File: src/rtl/square_game_ctrl_if.sv
// Game status bus between the square game sequencer and the VGA drawing path.
// The sequencer drives every field from registers; the drawing path only reads.
//   player_center_x/y : player box centre (pixels)
//   target_center_x/y : target box centre (pixels)
//   score             : captures this game, saturating at 16'hFFFF
//   frames_left       : frames remaining in the current game
//   game_state        : 0 IDLE, 1 PLAY, 2 HIT, 3 OVER
//   hit               : one-cycle pulse on a capture
interface square_game_ctrl_if;
    logic [9:0]  player_center_x;
    logic [9:0]  player_center_y;
    logic [9:0]  target_center_x;
    logic [9:0]  target_center_y;
    logic [15:0] score;
    logic [10:0] frames_left;
    logic [1:0]  game_state;
    logic        hit;

    modport master (
        output player_center_x, player_center_y,
        output target_center_x, target_center_y,
        output score, frames_left, game_state, hit
    );

    modport slave (
        input player_center_x, player_center_y,
        input target_center_x, target_center_y,
        input score, frames_left, game_state, hit
    );
endinterface

File: src/rtl/square_game_ctrl.sv
// Per-frame game sequencer for the square game.
// Owns player/target centres, frame timer, score and game state. State only
// advances on the frame-boundary pulse (screenEnd), so sprites never move
// mid-frame; the capture check runs every cycle while playing.
// Ports:
//   clk_25mHz              : pixel clock, all logic on rising edge
//   reset                  : asynchronous, active-low
//   screenEnd              : one-cycle pulse between frames
//   btn_start              : start/restart level, rising edge used
//   BTNU/BTND/BTNL/BTNR    : synchronous move buttons
//   game                   : registered status bus (master side)
module square_game_ctrl #(
    parameter int          SCREEN_W    = 640,
    parameter int          SCREEN_H    = 480,
    parameter int          PLAYER_HALF = 25,
    parameter int          TARGET_HALF = 30,
    parameter int          STEP        = 4,
    parameter int          GAME_FRAMES = 1800,
    parameter int          HIT_FRAMES  = 30,
    parameter logic [15:0] LFSR_SEED   = 16'hACE1
) (
    input  logic clk_25mHz,
    input  logic reset,
    input  logic screenEnd,
    input  logic btn_start,
    input  logic BTNU,
    input  logic BTND,
    input  logic BTNL,
    input  logic BTNR,
    square_game_ctrl_if.master game
);
    typedef enum logic [1:0] {IDLE = 2'd0, PLAY = 2'd1, HIT = 2'd2, OVER = 2'd3} state_t;

    localparam logic signed [10:0] X_MIN       = 11'(PLAYER_HALF);
    localparam logic signed [10:0] X_MAX       = 11'(SCREEN_W - 1 - PLAYER_HALF);
    localparam logic signed [10:0] Y_MIN       = 11'(PLAYER_HALF);
    localparam logic signed [10:0] Y_MAX       = 11'(SCREEN_H - 1 - PLAYER_HALF);
    localparam logic signed [10:0] STEP_S      = 11'(STEP);
    localparam logic [9:0]         REACH       = 10'(PLAYER_HALF + TARGET_HALF);
    localparam logic [9:0]         TOFF        = 10'(TARGET_HALF);
    localparam logic [10:0]        FRAMES_INIT = 11'(GAME_FRAMES);
    localparam int                 HCW         = $clog2(HIT_FRAMES + 1);
    localparam logic [HCW-1:0]     HIT_LAST    = HCW'(HIT_FRAMES);
    localparam logic [9:0]         PX0 = 10'd480, PY0 = 10'd360, TX0 = 10'd160, TY0 = 10'd120;

    // One axis step in 11-bit signed arithmetic, clamped so the box never wraps.
    function automatic logic [9:0] move_axis(input logic [9:0] pos, input logic dec,
                                             input logic inc, input logic signed [10:0] lo,
                                             input logic signed [10:0] hi);
        logic signed [10:0] delta;
        logic signed [10:0] sum;
        if (dec && !inc)      delta = -STEP_S;
        else if (inc && !dec) delta = STEP_S;
        else                  delta = 11'sd0;
        sum = $signed({1'b0, pos}) + delta;
        if (sum < lo)      sum = lo;
        else if (sum > hi) sum = hi;
        else               sum = sum;
        return sum[9:0];
    endfunction

    function automatic logic [9:0] abs_diff(input logic [9:0] a, input logic [9:0] b);
        return (a >= b) ? (a - b) : (b - a);
    endfunction

    // Fold the 0..1023 LFSR slice into 0..579 so the target stays on screen.
    function automatic logic [9:0] reloc_x(input logic [15:0] l);
        logic [9:0] c;
        c = l[9:0];
        if (c >= 10'd580) c = c - 10'd512;
        else              c = c;
        return TOFF + c;
    endfunction

    // Fold the 0..511 LFSR slice into 0..419.
    function automatic logic [9:0] reloc_y(input logic [15:0] l);
        logic [8:0] c;
        c = l[15:7];
        if (c >= 9'd420) c = c - 9'd256;
        else             c = c;
        return TOFF + {1'b0, c};
    endfunction

    state_t         state_r, state_s;
    logic [9:0]     px_r, px_s, py_r, py_s, tx_r, tx_s, ty_r, ty_s;
    logic [15:0]    score_r, score_s;
    logic [10:0]    fl_r, fl_s;
    logic           hit_r, hit_s;
    logic [HCW-1:0] hcnt_r, hcnt_s, hcnt_inc_s;
    logic [15:0]    lfsr_r, lfsr_s;
    logic           start_q_r;
    logic           start_edge_s, overlap_s;

    assign start_edge_s = btn_start & ~start_q_r;
    assign hcnt_inc_s   = hcnt_r + HCW'(1);
    assign overlap_s    = (abs_diff(px_r, tx_r) < REACH) && (abs_diff(py_r, ty_r) < REACH);

    // Next-state and next-value logic for the whole game.
    always_comb begin
        state_s = state_r;
        px_s    = px_r;
        py_s    = py_r;
        tx_s    = tx_r;
        ty_s    = ty_r;
        score_s = score_r;
        fl_s    = fl_r;
        hit_s   = 1'b0;
        hcnt_s  = hcnt_r;
        lfsr_s  = {lfsr_r[14:0], lfsr_r[15] ^ lfsr_r[13] ^ lfsr_r[12] ^ lfsr_r[10]};
        case (state_r)
            IDLE, OVER: begin
                if (start_edge_s) begin
                    score_s = 16'd0;
                    fl_s    = FRAMES_INIT;
                    px_s    = PX0;
                    py_s    = PY0;
                    tx_s    = TX0;
                    ty_s    = TY0;
                    hcnt_s  = '0;
                    state_s = PLAY;
                end else begin
                    state_s = state_r;
                end
            end
            PLAY, HIT: begin
                if ((state_r == PLAY) && overlap_s) begin
                    hit_s   = 1'b1;
                    score_s = (score_r == 16'hFFFF) ? score_r : (score_r + 16'd1);
                    tx_s    = reloc_x(lfsr_r);
                    ty_s    = reloc_y(lfsr_r);
                    hcnt_s  = '0;
                    state_s = HIT;
                end else begin
                    hit_s = 1'b0;
                end
                if (screenEnd) begin
                    px_s = move_axis(px_r, BTNL, BTNR, X_MIN, X_MAX);
                    py_s = move_axis(py_r, BTNU, BTND, Y_MIN, Y_MAX);
                    fl_s = fl_r - 11'd1;
                    // Timer expiry wins over both the HIT exit and any capture.
                    if (fl_r == 11'd1) begin
                        state_s = OVER;
                    end else if (state_r == HIT) begin
                        if (hcnt_inc_s == HIT_LAST) begin
                            state_s = PLAY;
                            hcnt_s  = '0;
                        end else begin
                            hcnt_s = hcnt_inc_s;
                        end
                    end else begin
                        state_s = state_s;
                    end
                end else begin
                    fl_s = fl_r;
                end
            end
            default: state_s = IDLE;
        endcase
    end

    // State and datapath registers.
    always_ff @(posedge clk_25mHz or negedge reset) begin
        if (!reset) begin
            state_r   <= IDLE;
            px_r      <= PX0;
            py_r      <= PY0;
            tx_r      <= TX0;
            ty_r      <= TY0;
            score_r   <= 16'd0;
            fl_r      <= FRAMES_INIT;
            hit_r     <= 1'b0;
            hcnt_r    <= '0;
            lfsr_r    <= LFSR_SEED;
            start_q_r <= 1'b0;
        end else begin
            state_r   <= state_s;
            px_r      <= px_s;
            py_r      <= py_s;
            tx_r      <= tx_s;
            ty_r      <= ty_s;
            score_r   <= score_s;
            fl_r      <= fl_s;
            hit_r     <= hit_s;
            hcnt_r    <= hcnt_s;
            lfsr_r    <= lfsr_s;
            start_q_r <= btn_start;
        end
    end

    assign game.player_center_x = px_r;
    assign game.player_center_y = py_r;
    assign game.target_center_x = tx_r;
    assign game.target_center_y = ty_r;
    assign game.score           = score_r;
    assign game.frames_left     = fl_r;
    assign game.game_state      = state_r;
    assign game.hit             = hit_r;
endmodule

File: src/flat_wrapper.sv
// flat-port wrapper written by rule: the top's interface ports become plain ports
module square_game_ctrl_flat 
#(
    parameter int          SCREEN_W    = 640,
    parameter int          SCREEN_H    = 480,
    parameter int          PLAYER_HALF = 25,
    parameter int          TARGET_HALF = 30,
    parameter int          STEP        = 4,
    parameter int          GAME_FRAMES = 1800,
    parameter int          HIT_FRAMES  = 30,
    parameter logic [15:0] LFSR_SEED   = 16'hACE1
)
  (clk_25mHz, reset, screenEnd, btn_start, BTNU, BTND, BTNL, BTNR, game_player_center_x, game_player_center_y, game_target_center_x, game_target_center_y, game_score, game_frames_left, game_game_state, game_hit);
  square_game_ctrl_if game_i ();
  input  logic clk_25mHz;
  input  logic reset;
  input  logic screenEnd;
  input  logic btn_start;
  input  logic BTNU;
  input  logic BTND;
  input  logic BTNL;
  input  logic BTNR;
  output wire logic [$bits(game_i.player_center_x)-1:0] game_player_center_x;
  output wire logic [$bits(game_i.player_center_y)-1:0] game_player_center_y;
  output wire logic [$bits(game_i.target_center_x)-1:0] game_target_center_x;
  output wire logic [$bits(game_i.target_center_y)-1:0] game_target_center_y;
  output wire logic [$bits(game_i.score)-1:0] game_score;
  output wire logic [$bits(game_i.frames_left)-1:0] game_frames_left;
  output wire logic [$bits(game_i.game_state)-1:0] game_game_state;
  output wire logic [$bits(game_i.hit)-1:0] game_hit;
  assign game_player_center_x = game_i.player_center_x;
  assign game_player_center_y = game_i.player_center_y;
  assign game_target_center_x = game_i.target_center_x;
  assign game_target_center_y = game_i.target_center_y;
  assign game_score = game_i.score;
  assign game_frames_left = game_i.frames_left;
  assign game_game_state = game_i.game_state;
  assign game_hit = game_i.hit;
  square_game_ctrl #(.SCREEN_W(SCREEN_W), .SCREEN_H(SCREEN_H), .PLAYER_HALF(PLAYER_HALF), .TARGET_HALF(TARGET_HALF), .STEP(STEP), .GAME_FRAMES(GAME_FRAMES), .HIT_FRAMES(HIT_FRAMES), .LFSR_SEED(LFSR_SEED)) u_core (.clk_25mHz(clk_25mHz), .reset(reset), .screenEnd(screenEnd), .btn_start(btn_start), .BTNU(BTNU), .BTND(BTND), .BTNL(BTNL), .BTNR(BTNR), .game(game_i));
endmodule
File: config.mk
export PLATFORM = sky130hd
export DESIGN_NAME = square_game_ctrl_flat
export DESIGN_NICKNAME = d
export VERILOG_FILES = /design/src/rtl/square_game_ctrl_if.sv /design/src/rtl/square_game_ctrl.sv /design/src/flat_wrapper.sv
export SDC_FILE = /design/constraint.sdc
export NUM_CORES = 1
export LEC_CHECK = 0
export BUFFER_PORTS_ARGS = -buffer_cell sky130_fd_sc_hd__buf_2
export CORE_ASPECT_RATIO = 0.8
export CORE_MARGIN = 3
export CORE_UTILIZATION = 60
export DETAILED_ROUTE_END_ITERATION = 8
export PLACE_DENSITY = 0.83
export SKIP_CTS_REPAIR_TIMING = 1
export SLEW_MARGIN = 0
export SYNTH_ARGS = -nofsm -noshare
export SYNTH_HDL_FRONTEND = slang
export SYNTH_SLANG_ARGS = --single-unit
File: constraint.sdc
create_clock -name clk_25mHz -period 4.3 [get_ports clk_25mHz]
set_input_delay 1.29 -clock clk_25mHz [delete_from_list [all_inputs] [get_ports clk_25mHz]]
set_output_delay 1.29 -clock clk_25mHz [all_outputs]
set_load 0.03 [all_outputs]
## After elaboration in Yosys (flattened, before gate mapping)

Cells that the tools add are included.

- Logic and storage cells: 120
- Bits of input ports: 8
- Output and inout bits: 70
- Register bits: 92

- Bitwise gates (word level): 5
- Order comparisons: 10
- Multiplexer cells: 55
- Reductions and logical operators: 16
- Equal/unequal tests: 10
- Add/subtract/negate cells: 13

Operators by type and width:

| kind | count |
|---|---|
| two-way mux 10 bit | 17 |
| two-way mux 11 bit | 8 |
| case mux 10 bit (2 select lines) | 4 |
| two-way mux 16 bit | 3 |
| subtractor 10 bit | 4 |
| case mux 16 bit (2 select lines) | 1 |
| two-way mux 5 bit | 6 |
| two-way mux 9 bit | 3 |
| adder 11 bit | 2 |
| less-than comparator 11 x 6 -> 1 bit, second input constant | 2 |
| case mux 11 bit (2 select lines) | 1 |
| >= comparator 10 bit | 2 |
| less-than comparator 10 x 6 -> 1 bit, second input constant | 2 |
| adder 16 x 1 -> 16 bit, second input constant | 1 |
| equality test 16 bit, second input constant | 1 |
| two-way mux 2 bit | 6 |
| equality test 11 x 1 -> 1 bit, second input constant | 1 |
| > comparator 11 x 10 -> 1 bit, second input constant | 1 |
| > comparator 11 bit, second input constant | 1 |
| subtractor 11 x 1 -> 11 bit, second input constant | 1 |
| adder 5 x 10 -> 10 bit, first input constant | 1 |
| adder 5 x 9 -> 10 bit, first input constant | 1 |
| >= comparator 10 bit, second input constant | 1 |
| case mux 5 bit (2 select lines) | 1 |
| 21 further kinds | 38 |

## Depth between registers and ports, before layout

- Depth in word-level cells: 12
- Gate-level depth with buffers: 16
- Depth with buffers taken out: 14

## Worst setup path before layout

OpenSTA, ideal clock, no wires.

- Kind: in2reg
- Start: input port BTND
- End: register u_core.py_r[1] (netlist: u_core.game.player_center_y[1])
- Setup slack: 0.209 ns
- Stages: 14
- Setup time: 0.124 ns
- Required time: 4.176 ns
- Path buffers: 0
- Data arrival time: 3.967 ns
- Cell sequence: inv_1 > ha_1 > inv_1 > ha_1 > fa_1 > a21oi_1 > o21bai_1 > a21o_1 > a21oi_1 > xor2_1 > nand2_1 > o41ai_1 > a211oi_1 > a211o_1

- Longest elaborated chain between the ends: 11

Ends and longest elaborated chain:

| what | RTL line | source |
|---|---|---|
| start, declared | flat_wrapper.sv:20 | `input logic BTND;` |
| logical AND 1 bit / zero test 1 bit (equally long branches) | square_game_ctrl.sv:53, square_game_ctrl.sv:52 |  |
| two-way mux 3 bit / logical AND 1 bit (equally long branches) | square_game_ctrl.sv:53, square_game_ctrl.sv:52 |  |
| two-way mux 11 bit * | square_game_ctrl.sv:52 | `if (dec && !inc) delta = -STEP_S;` |
| two-way mux 11 bit * | square_game_ctrl.sv:136 | `if (screenEnd) begin` |
| two-way mux 11 bit * | square_game_ctrl.sv:110 | `case (state_r)` |
| adder 11 bit * | square_game_ctrl.sv:55 | `sum = $signed({1'b0, pos}) + delta;` |
| > comparator 11 x 10 -> 1 bit | square_game_ctrl.sv:57 | `else if (sum > hi) sum = hi;` |
| two-way mux 10 bit | square_game_ctrl.sv:57 |  |
| two-way mux 10 bit * | square_game_ctrl.sv:56 | `if (sum < lo) sum = lo;` |
| two-way mux 10 bit * | square_game_ctrl.sv:136 |  |
| case mux 10 bit (2 select lines) * | square_game_ctrl.sv:110 |  |
| end signal, assigned | square_game_ctrl.sv:178 | `py_r <= py_s;` |
| end, declared | square_game_ctrl.sv:85 | `logic [9:0] px_r, px_s, py_r, py_s, tx_r, tx_s, ty_r, ty_s;` |

Mark *: on every way between the ends. The rest lies on a longest branch, timed or not. The select of a mux whose other input is x is not followed.
A chain may end at the register's enable or synchronous reset.

## Worst setup path in the final report

- Start: register u_core.ty_r[4] (netlist: u_core.game.target_center_y[4])
- End: register u_core.score_r[2] (netlist: u_core.game.score[2])

- Longest elaborated chain between the ends: 7

Ends and longest elaborated chain:

| what | RTL line | source |
|---|---|---|
| start, declared | square_game_ctrl.sv:85 |  |
| start signal, assigned | square_game_ctrl.sv:180 | `ty_r <= ty_s;` |
| subtractor 10 bit / >= comparator 10 bit (equally long branches) | square_game_ctrl.sv:63 | `return (a >= b) ? (a - b) : (b - a);` |
| two-way mux 10 bit * | square_game_ctrl.sv:63 |  |
| less-than comparator 10 x 6 -> 1 bit * | square_game_ctrl.sv:96 | `assign overlap_s = (abs_diff(px_r, tx_r) < REACH) && (abs_diff(py_r, ty_r) < REACH);` |
| logical AND 1 bit * | square_game_ctrl.sv:96 |  |
| logical AND 1 bit * | square_game_ctrl.sv:126 | `if ((state_r == PLAY) && overlap_s) begin` |
| inequality test 2 x 1 -> 1 bit (no line) * | -- |  |
| AND reduction 3 bit (no line) * | -- |  |
| end signal, assigned | square_game_ctrl.sv:181 | `score_r <= score_s;` |
| end, declared | square_game_ctrl.sv:86 | `logic [15:0] score_r, score_s;` |

Mark *: on every way between the ends. The rest lies on a longest branch, timed or not.

==> metrics.md <==
| Metric | Value |
|---|---|
| Hpwl dp | `~14 mm` |
| Htree depth | `3` |
| Post-Route WL | `19.0 mm` |
| CP Data Arrival Time | `~4.3 ns` |
| Commonest non-fill, non-tap cell in the layout | `nand2_1` |
| Critical-path cell list | `inv_1, ha_1, a211o_1, a21oi_1, o31ai_1, a31oi_1, nor4_1, a2111o_1, or4_4, o311a_1, a41o_1` |
| First-pass GRT wire length | `approximately 31 mm` |
| Worst hold path type | `register to register` |
| P per Cell Area | `between 800 and 900 nW/um^2` |
| DRC | `0` |
| Yosys warnings | `0` |
| Cell variety after synth | `82` |
| Setup Skew | `just under 0.009 ns` |
| Final core occ | `0.702` |
| Crit end category | `register` |
| Number of synthesized flops with an enable pin | `0` |
| LEAKAGE | `3.81 nW` |
| Core ar. | `11800 um^2` |
| CP max stage cell | `or4_4` |
| Synth Flop Type | `dfrtp_1` |
| Aggregate global routing overflow | `0` |
| GPL Wtd Cong | `about 0.95` |
| Startpoint types | `register` |
| Ant diodes | `0` |
| Die Wd | `130 um` |
| Worst-Margin Slew | `0.871 ns` |
| Required time of the worst setup path | `4.52 ns` |
| Fmax | `245 MHz` |
| RSZ-0062 raised after global routing | `no` |
| Longest Clk Path Bufs | `2` |
| Worst-path fanout max | `26` |
| WP buf/inv | `1` |
| Slew headroom | `0.419` |
| Setup TNS | `0 ns` |
| Worst skew pair latency | `0.34 ns` |
| Mapped Nets | `927` |
| Post-synthesis cell area | `7410 um^2` |
| All-Layer GR Usage | `0.277` |
| Vias | `between 6000 and 7000` |
| VDD IR max | `503 uV` |
| Die Ht | `105 um` |
| Crit path kind | `register to register` |
| Final Max Slew Viols | `0` |
| Routed WL per cell | `17.8 um` |
| Yosys top cell by area | `dfrtp_1` |
| Clk slew on worst S/H paths | `0.06 ns` |
| Max Cap Viol | `0` |
| Root buf cell | `clkbuf_16` |
| Most area-consuming cells after synthesis | `dfrtp_1 (22%), ha_1 (11%), dfstp_2 (9.2%), nand2_1 (4.0%), a21oi_1 (3.7%)` |
| Sequential fraction of the synthesis area | `0.315` |
| Final Critical Period | `4.08 ns` |
| TritonCTS Buffers | `9` |
| Crit-path leading delay family | `compound AO/OA/AOI/OAI gates` |
| Router iterations before antenna repair | `5` |
| Initial DRC count | `between 500 and 600` |
| Initial antenna violation count | `0` |
| Die area | `13700 um^2` |
| Via density | `about 6.3` |
| Nets | `997` |
| Vias in the first global route | `between 6000 and 7000` |
| Most frequent cells in the layout | `nand2_1 (79), buf_2 (76), inv_1 (73), ha_1 (67), dfrtp_1 (66)` |
| Share of cells above drive strength 1 | `0.176` |
| Status | `completed` |
| Worst path max stage delay | `around 0.71 ns` |
| Antenna viol nets, final | `0` |
| Port bufs | `77` |
| Synth Register Bits | `92` |
| Async set-or-reset flop fraction in the synthesized netlist | `1.00` |
| Largest net degree at the start of global routing | `70` |
| Final critical-path share of the clock period | `0.948` |
| Synth top area share | `0.223` |
| Mean post-synth cell area | `8.75 um^2` |
| Clk sink count | `92` |
| CTS tree | `yes` |
| Starting Density | `0.629` |
| P&R area growth vs syn | `11.7%` |
| Floorplan row count | `35` |
| Post-synthesis instance total | `846` |
| Top-Level Pins | `78` |
| Hold Violations, Final | `0` |
| Final setup vio count | `0` |
flip-flops by register name (all words and copies together), names as in the netlist, 2 cells and up:
register / count
u_core.game.player_center_x: 10
u_core.hcnt_r: 5
u_core.game.game_state: 2
u_core.game.player_center_y: 10
u_core.game.target_center_x: 10
u_core.game.target_center_y: 10
u_core.game.frames_left: 11
u_core.lfsr_r: 16
u_core.game.score: 16
power breakdown:
part           switching (W)  internal [W]
combinational        0.00282       0.00174
sequential          0.000352       0.00115
clock               0.000323      0.000481
total                0.00350       0.00337
worst register-to-register path: cells and delay by family, from the launching register on:
kind,cells,cell delay [ns]
AOI/OAI and AO/OA,7,2.03
adders and majority gates,1,0.42
buffers and inverters,1,0.10
DFF,1,0.59
and+or+nand+nor,2,0.84
through the flow:
stage | setup slack (ns) | cells | hold WS [ns] | power (W) | instance area, um^2
6_report | 0.224 | 1069 | 0.403 | 0.00687 | 8280
4_1_cts | 0.226 | 1069 | 0.399 | 0.00678 | 8260
2_1_floorplan | 0.209 | 846 | 0.375 | 0.00486 | 7410
5_1_grt | 0.0232 | 1069 | 0.403 | 0.00737 | 8280
3_3_place_gp | 0.185 | 1053 | 0.385 | 0.00585 | 7950
3_5_place_dp | 0.0681 | 1053 | 0.387 | 0.00595 | 7950
area by class of cell:
cell class / count / area (um^2)
Sequential cell: 92 / 2330
Fill cell: 910 / 3500
Timing Repair Buffer: 93 / 520
Tap cell: 148 / 185
Clock inverter: 4 / 47.5
Multi-Input combinational cell: 647 / 4660
Clock buffer: 12 / 256
Inverter: 73 / 274
path summary, 6_finish.rpt:
path | startpoint | to | slack (ns) | cells past startpoint
worst max-delay path | u_core.game.target_center_y[4]$_DFFE_PN1P_ | u_core.game.score[2]$_DFFE_PN0P_ | 0.22 | 11
worst min-delay path | u_core.lfsr_r[6]$_DFF_PN1_ | u_core.lfsr_r[7]$_DFF_PN1_ | 0.40 | 0
worst max register to register | u_core.game.target_center_y[4]$_DFFE_PN1P_ | u_core.game.score[2]$_DFFE_PN0P_ | 0.22 | 11
worst min register to register | u_core.lfsr_r[6]$_DFF_PN1_ | u_core.lfsr_r[7]$_DFF_PN1_ | 0.40 | 0
max in group asynchronous | reset | u_core.game.player_center_x[6]$_DFFE_PN1P_ | 2.42 | 2
min in group asynchronous | reset | u_core.game.player_center_y[7]$_DFFE_PN0P_ | 1.06 | 1
cell families after synthesis:
group                      share of synthesized area
xor gates and xnor gates                      0.0603
DFF                                            0.315
muxes                                         0.0382
adders and majority gates                      0.131
AOI/OAI and AO/OA                              0.202
buffers and inverters                         0.0600
and+or+nand+nor                                0.194
cell usage after synthesis, types with 7 or more instances:
library cell and n:
xor2_1 22, nor2b_1 12, dfrtp_1 66, a21oi_1 55, nor3_1 19, inv_1 73
nand4_1 12, buf_2 7, xnor2_1 29, dfstp_2 26, clkbuf_1 19, nor2_1 54
a21o_1 14, o21ai_0 39, ha_1 67, mux2i_1 26, and3_1 9, nand2b_1 16
nor4_1 9, a31oi_1 12, nand3_1 25, nand2_1 79
per-layer routing:
layer | wire (um) | part of all wire | GRT usage
met5 | 0 | 0 | 0
met4 | 281 | 0.015 | 0.0697
met2 | 8360 | 0.44 | 0.406
met1 | 9120 | 0.48 | 0.436
met3 | 1230 | 0.065 | 0.0289
(Power assumes the default switching activity.)
